===== src/rtl/key_debounce_if.sv =====
// Key pin and debounced event signals between a pushbutton reader and its consumer.
interface key_debounce_if;
    logic key_in;
    logic key_level;
    logic key_press;
    logic key_release;
    logic key_click;
    logic key_long;

    modport master (
        output key_in,
        input  key_level,
        input  key_press,
        input  key_release,
        input  key_click,
        input  key_long
    );

    modport slave (
        input  key_in,
        output key_level,
        output key_press,
        output key_release,
        output key_click,
        output key_long
    );
endinterface


===== src/rtl/key_debounce.sv =====
// Debounced pushbutton reader: synchronises a bouncing key pin and emits a clean
// pressed level plus single-cycle press, release, click and long-press pulses.
module key_debounce #(
    parameter logic [31:0] DEBOUNCE_CNT = 32'd1000000,
    parameter logic [31:0] LONG_CNT     = 32'd50000000,
    parameter logic        ACTIVE_LOW   = 1'b1
) (
    input logic           sys_clk,
    input logic           sys_rst_n,
    key_debounce_if.slave kif
);
    localparam int unsigned CNT_W = 32;
    localparam logic [CNT_W-1:0] DB_LAST   = CNT_W'(DEBOUNCE_CNT - 32'd1);
    localparam logic [CNT_W-1:0] LONG_LAST = CNT_W'(LONG_CNT - 32'd1);

    typedef enum logic [2:0] {
        IDLE,
        PRESS_DB,
        HELD,
        LONG_HELD,
        RELEASE_DB
    } state_t;

    state_t           state, state_d;
    logic             sync0, sync1, k_s;
    logic [CNT_W-1:0] db_cnt, db_cnt_d;
    logic [CNT_W-1:0] hold_cnt, hold_cnt_d;
    logic             long_flag, long_flag_d;
    logic             level_d, press_d, release_d, click_d, long_d;
    logic             level_q, press_q, release_q, click_q, long_q;

    // Two-flop synchroniser, reset to the released pin level so reset never looks like a press
    always_ff @(posedge sys_clk or negedge sys_rst_n) begin
        if (!sys_rst_n) begin
            sync0 <= ACTIVE_LOW;
            sync1 <= ACTIVE_LOW;
        end else begin
            sync0 <= kif.key_in;
            sync1 <= sync0;
        end
    end

    assign k_s = sync1 ^ ACTIVE_LOW;

    // State, counters and registered outputs
    always_ff @(posedge sys_clk or negedge sys_rst_n) begin
        if (!sys_rst_n) begin
            state     <= IDLE;
            db_cnt    <= '0;
            hold_cnt  <= '0;
            long_flag <= 1'b0;
            level_q   <= 1'b0;
            press_q   <= 1'b0;
            release_q <= 1'b0;
            click_q   <= 1'b0;
            long_q    <= 1'b0;
        end else begin
            state     <= state_d;
            db_cnt    <= db_cnt_d;
            hold_cnt  <= hold_cnt_d;
            long_flag <= long_flag_d;
            level_q   <= level_d;
            press_q   <= press_d;
            release_q <= release_d;
            click_q   <= click_d;
            long_q    <= long_d;
        end
    end

    // Next state, counter updates and next output values
    always_comb begin
        state_d     = state;
        db_cnt_d    = db_cnt;
        hold_cnt_d  = hold_cnt;
        long_flag_d = long_flag;
        press_d     = 1'b0;
        release_d   = 1'b0;
        click_d     = 1'b0;
        long_d      = 1'b0;

        case (state)
            IDLE: begin
                if (k_s) begin
                    state_d     = PRESS_DB;
                    db_cnt_d    = '0;
                    long_flag_d = 1'b0;
                end
            end
            PRESS_DB: begin
                if (!k_s) begin
                    state_d  = IDLE;
                    db_cnt_d = '0;
                end else if (db_cnt == DB_LAST) begin
                    state_d    = HELD;
                    hold_cnt_d = '0;
                    press_d    = 1'b1;
                end else begin
                    db_cnt_d = db_cnt + CNT_W'(1);
                end
            end
            HELD: begin
                if (!k_s) begin
                    state_d  = RELEASE_DB;
                    db_cnt_d = '0;
                end else if (hold_cnt == LONG_LAST) begin
                    state_d     = LONG_HELD;
                    long_d      = 1'b1;
                    long_flag_d = 1'b1;
                end else begin
                    hold_cnt_d = hold_cnt + CNT_W'(1);
                end
            end
            LONG_HELD: begin
                if (!k_s) begin
                    state_d  = RELEASE_DB;
                    db_cnt_d = '0;
                end
            end
            RELEASE_DB: begin
                // A bounce back to pressed resumes the hold with hold_cnt untouched
                if (k_s) begin
                    state_d = long_flag ? LONG_HELD : HELD;
                end else if (db_cnt == DB_LAST) begin
                    state_d   = IDLE;
                    release_d = 1'b1;
                    click_d   = !long_flag;
                end else begin
                    db_cnt_d = db_cnt + CNT_W'(1);
                end
            end
            default: begin
                state_d = IDLE;
            end
        endcase

        level_d = (state_d == HELD) || (state_d == LONG_HELD) || (state_d == RELEASE_DB);
    end

    assign kif.key_level   = level_q;
    assign kif.key_press   = press_q;
    assign kif.key_release = release_q;
    assign kif.key_click   = click_q;
    assign kif.key_long    = long_q;
endmodule

===== src/flat_wrapper.sv =====
// flat-port wrapper written by rule: the top's interface ports become plain ports
module key_debounce_flat 
#(
    parameter logic [31:0] DEBOUNCE_CNT = 32'd1000000,
    parameter logic [31:0] LONG_CNT     = 32'd50000000,
    parameter logic        ACTIVE_LOW   = 1'b1
)
  (sys_clk, sys_rst_n, kif_key_in, kif_key_level, kif_key_press, kif_key_release, kif_key_click, kif_key_long);
  key_debounce_if kif_i ();
  input logic sys_clk;
  input logic sys_rst_n;
  input wire logic [$bits(kif_i.key_in)-1:0] kif_key_in;
  output wire logic [$bits(kif_i.key_level)-1:0] kif_key_level;
  output wire logic [$bits(kif_i.key_press)-1:0] kif_key_press;
  output wire logic [$bits(kif_i.key_release)-1:0] kif_key_release;
  output wire logic [$bits(kif_i.key_click)-1:0] kif_key_click;
  output wire logic [$bits(kif_i.key_long)-1:0] kif_key_long;
  assign kif_i.key_in = kif_key_in;
  assign kif_key_level = kif_i.key_level;
  assign kif_key_press = kif_i.key_press;
  assign kif_key_release = kif_i.key_release;
  assign kif_key_click = kif_i.key_click;
  assign kif_key_long = kif_i.key_long;
  key_debounce #(.DEBOUNCE_CNT(DEBOUNCE_CNT), .LONG_CNT(LONG_CNT), .ACTIVE_LOW(ACTIVE_LOW)) u_core (.sys_clk(sys_clk), .sys_rst_n(sys_rst_n), .kif(kif_i));
endmodule

===== config.mk =====
export PLATFORM = sky130hd
export DESIGN_NAME = key_debounce_flat
export DESIGN_NICKNAME = d
export VERILOG_FILES = /design/src/rtl/key_debounce_if.sv /design/src/rtl/key_debounce.sv /design/src/flat_wrapper.sv
export SDC_FILE = /design/constraint.sdc
export NUM_CORES = 1
export LEC_CHECK = 0
export BUFFER_PORTS_ARGS = -buffer_cell sky130_fd_sc_hd__buf_2
export CORE_MARGIN = 3
export CORE_UTILIZATION = 60
export CTS_CLUSTER_DIAMETER = 50
export DETAILED_ROUTE_END_ITERATION = 16
export MAX_ROUTING_LAYER = met4
export PLACE_DENSITY = 0.77
export SLEW_MARGIN = 20
export SYNTH_ARGS = -nofsm -noshare
export SYNTH_HDL_FRONTEND = slang
export SYNTH_SLANG_ARGS = --single-unit

===== constraint.sdc =====
create_clock -name sys_clk -period 3.9 [get_ports sys_clk]
set_input_delay 0.78 -clock sys_clk [delete_from_list [all_inputs] [get_ports sys_clk]]
set_output_delay 0.78 -clock sys_clk [all_outputs]
set_load 0.02 [all_outputs]

==> results.md <==
* Status: completed
* Crit path DAT at around 2.9 ns
* Layout cells sized above 1 at 0.0776
* CP startpoint kind: register
* Hold Crit Depth at 0
* Largest net degree at the start of global routing at 76
* Initial antenna violation count at 0
* Number of port buffers at 7
* Pwr/cell area at 350 mW/mm2
* Setup ws final at around 1.2 ns
* Post-DP HPWL at 6180 um
* Clk slew on worst S/H paths at 0.08 ns
* CTS hold repair buffers at 0
* Gate Count Post-Synth at around 460
* Routed Antenna Nets at 0
* Post-CTS setup repair buffer count at 0
* # H-tree levels at 3
* Hold Startpoint: u_core.sync0
* Crit end category: register
* Nets at ~460
* RSZ-0062 raised after global routing: no
* Yosys reg bits at between 70 and 80
* Max Slew Vio Count at 0
* Critical Path, Cell by Cell: nand4bb_1 -> o211a_1 -> a211oi_1 -> a31oi_1 -> a41o_1
* CTS sink count at 75
* Die Area at 0.00808 mm2
* Pleak at around 1.9 nW
* Vias in the first global route at about 3400
* Final setup violation count at 0
* DRC violations left at 0
* Width of the die at 89.9 um
* Share of the synthesized area in the top cell type at 0.432
* Top cell type by total area after synthesis: dfrtp_1
* Clk_skew at 0.0141 ns
* Layout area overhead at 7.29%
* Root buffer cell: clkbuf_8
* DRT iter0 DRCs at 289
* Worst Tran Pin Value at approximately 0.91 ns
* Crit share post-route at 0.683
* Overall global routing resource usage at 0.244
* GP Congestion at about 0.85
* Grt total ovfl at 0
* Vias post-DR at around 3600
* Pre-antenna DRT Iters at 5
* Post-CTS sizing at 0
* Area contributors post-synth: dfrtp_1 43%, xnor2_1 4.6%, nor2_1 3.6%
* Vias/cell at about 6.4
* First-pass GRT wire length at between 15000 and 20000 um
* Hold WC Path Type: register to register
* Post-Syn Area at between 0.004 and 0.005 mm2
* Critical R2R Launch: u_core.state[2]
* Setup tns final at 0 ns
* Filler cells at 500
* Pre-CTS setup slack at between 1 and 1.5 ns
* Peak supply drop at between 150 and 200 uV
* Cells on worst reg2reg path at 5
* Final min period at ~2.7 ns
* Synth Warn # at 0
* I/O pin count at 8
* Slew HR at 0.391
* Worst-Skew Late Latency at 0.36 ns
* Starting Density at 0.643
* Required time worst endpoint at 4.14 ns
* Core area at ~0.0066 mm2
* CP max stage delay at 0.75 ns
* Diodes inserted at 0
* EDFF count, synth at 0
* Row count at 29
* Max Root-Sink Buffers at 2
* Critical path class: register to register
* Share of flip-flops with an asynchronous set or reset at 1.00
* Post-synth net total at ~470
* CP Max Fanout at 18
* Synthesized area per cell at slightly above 9 um2
* Post-synth cell types at 53
* Final hold violations at 0
* WL/cell at 16.5 um
* TritonCTS clock tree: built
* Max-cap check violation count at 0
* Worst setup path startpoint: u_core.state[2]
* Die Span Y at 89.9 um
* Synth Flop Type: dfrtp_1
* Seq/Total Area, Yosys at 0.445
* Routed Wire Length at about 9200 um
* Cts bufs inserted at 9
* CP max stage cell: a211oi_1
* Highest Clock Rate at about 0.38 GHz
[cell families after synthesis]
family                   Yosys count  share of synthesized area
AO/OA/AOI/OAI                     81                      0.124
XOR/XNOR                          25                     0.0518
adder cells (fa/ha/maj)            2                    0.00592
buffers and inverters             34                     0.0364
AND/OR/NAND/NOR                  242                      0.327
multiplexers                       4                    0.00977
flip-flops                        75                      0.445
[stage by stage]
stage / instance area, um2 / hold slack (ns) / std cells / utilization / power [mW]
4_1_cts: 4530 / 0.358 / 557 / 0.690 / 1.60
5_1_grt: 4530 / 0.360 / 557 / 0.690 / 1.63
3_5_place_dp: 4290 / 0.347 / 541 / 0.653 / 0.862
2_1_floorplan: 4220 / 0.345 / 463 / - / 0.836
6_report: 4530 / 0.359 / 557 / 0.690 / 1.59
3_3_place_gp: 4290 / 0.346 / 541 / 0.653 / 0.860
[sequential cells by signal, summed over array words and instances, names as in the netlist]
register and cells:
u_core.db_cnt 32, u_core.hold_cnt 32, u_core.state 3, u_core.kif.key_click 1, u_core.kif.key_level 1, u_core.kif.key_long 1, u_core.kif.key_press 1, u_core.kif.key_release 1
u_core.long_flag 1, u_core.sync0 1, u_core.sync1 1
[final cells by class]
class / instances / area, um2 / share of cell area
repair buffers: 11 / 67.6 / 0.0149
flip-flops and latches: 75 / 1880 / 0.415
clock buffers: 12 / 145 / 0.0320
well taps: 93 / 116 / 0.0257
clock inverters: 4 / 98.8 / 0.0218
inverters: 8 / 30.0 / 0.00663
multi-input cells: 354 / 2190 / 0.484
[power breakdown]
part,internal [mW],leakage (nW),switching [mW]
Combinational,0.0120,0.725,0.0423
Sequential,0.783,1.04,0.00818
Clock,0.445,0.121,0.295
[worst max-delay path: cells and delay by family (launching register included)]
family          cells  cell delay (ns)
simple gates        1             0.31
flops               1             0.69
compound gates      4             1.56
[cells in the final DEF (no fill, tap or decap), types with 3 or more instances in the layout]
cell type / netlist / final
a211o_1: 7 / 7
a21oi_1: 26 / 25
a31oi_1: 6 / 6
a41o_1: 3 / 3
and2_1: 6 / 6
and3_1: 13 / 13
and4_1: 17 / 17
buf_2: 3 / 6
buf_4: 0 / 5
bufinv_16: 0 / 3
clkbuf_8: 0 / 10
dfrtp_1: 73 / 73
inv_1: 8 / 8
mux2i_1: 3 / 3
nand2_1: 37 / 37
nand2b_1: 4 / 4
nand3_1: 26 / 26
nand4_1: 20 / 20
nor2_1: 40 / 40
nor3_1: 19 / 19
nor4_1: 23 / 23
nor4b_1: 4 / 4
o21ai_0: 20 / 20
o31ai_1: 4 / 4
or3_1: 13 / 13
or4_1: 6 / 6
xnor2_1: 22 / 22
xor2_1: 3 / 3
[cells in the mapped netlist, drive strengths merged (2+ instances only)]
cell      n
a211o     7
a211oi    2
a21o      2
a21oi    27
a31oi     6
a41o      3
and2      6
and3     13
and4     17
buf       9
clkbuf   17
dfrtp    73
dfstp     2
ha        2
inv       8
mux2i     3
nand2    37
nand2b    4
nand3    26
nand4    20
nand4b    2
nand4bb   2
nor2     40
nor3     19
nor4     24
nor4b     5
o211a     2
o211ai    2
o21ai    20
o31ai     4
o41ai     2
or3      14
or4       7
xnor2    22
xor2      3
[final timing paths]
kind / to / slack, ns
worst min-delay path: u_core.sync1 / 0.36
max in group asynchronous: u_core.db_cnt[15] / 2.75
worst min register to register: u_core.sync1 / 0.36
min in group asynchronous: u_core.hold_cnt[10] / 0.57
worst max register to register: u_core.db_cnt[4] / 1.24
worst max-delay path: u_core.db_cnt[4] / 1.24
[layer usage]
metal | vias up | part of all wire | wire, um | global-route usage
met5 | - | 0 | 0 | -
met2 | 115 | 0.50 | 4620 | 0.409
li1 | 1731 | - | - | -
met3 | 17 | 0.042 | 389 | 0.0250
met4 | 0 | 0.017 | 158 | 0.0931
met1 | 1719 | 0.44 | 4050 | 0.308
Power figures use the tool's default switching activity.
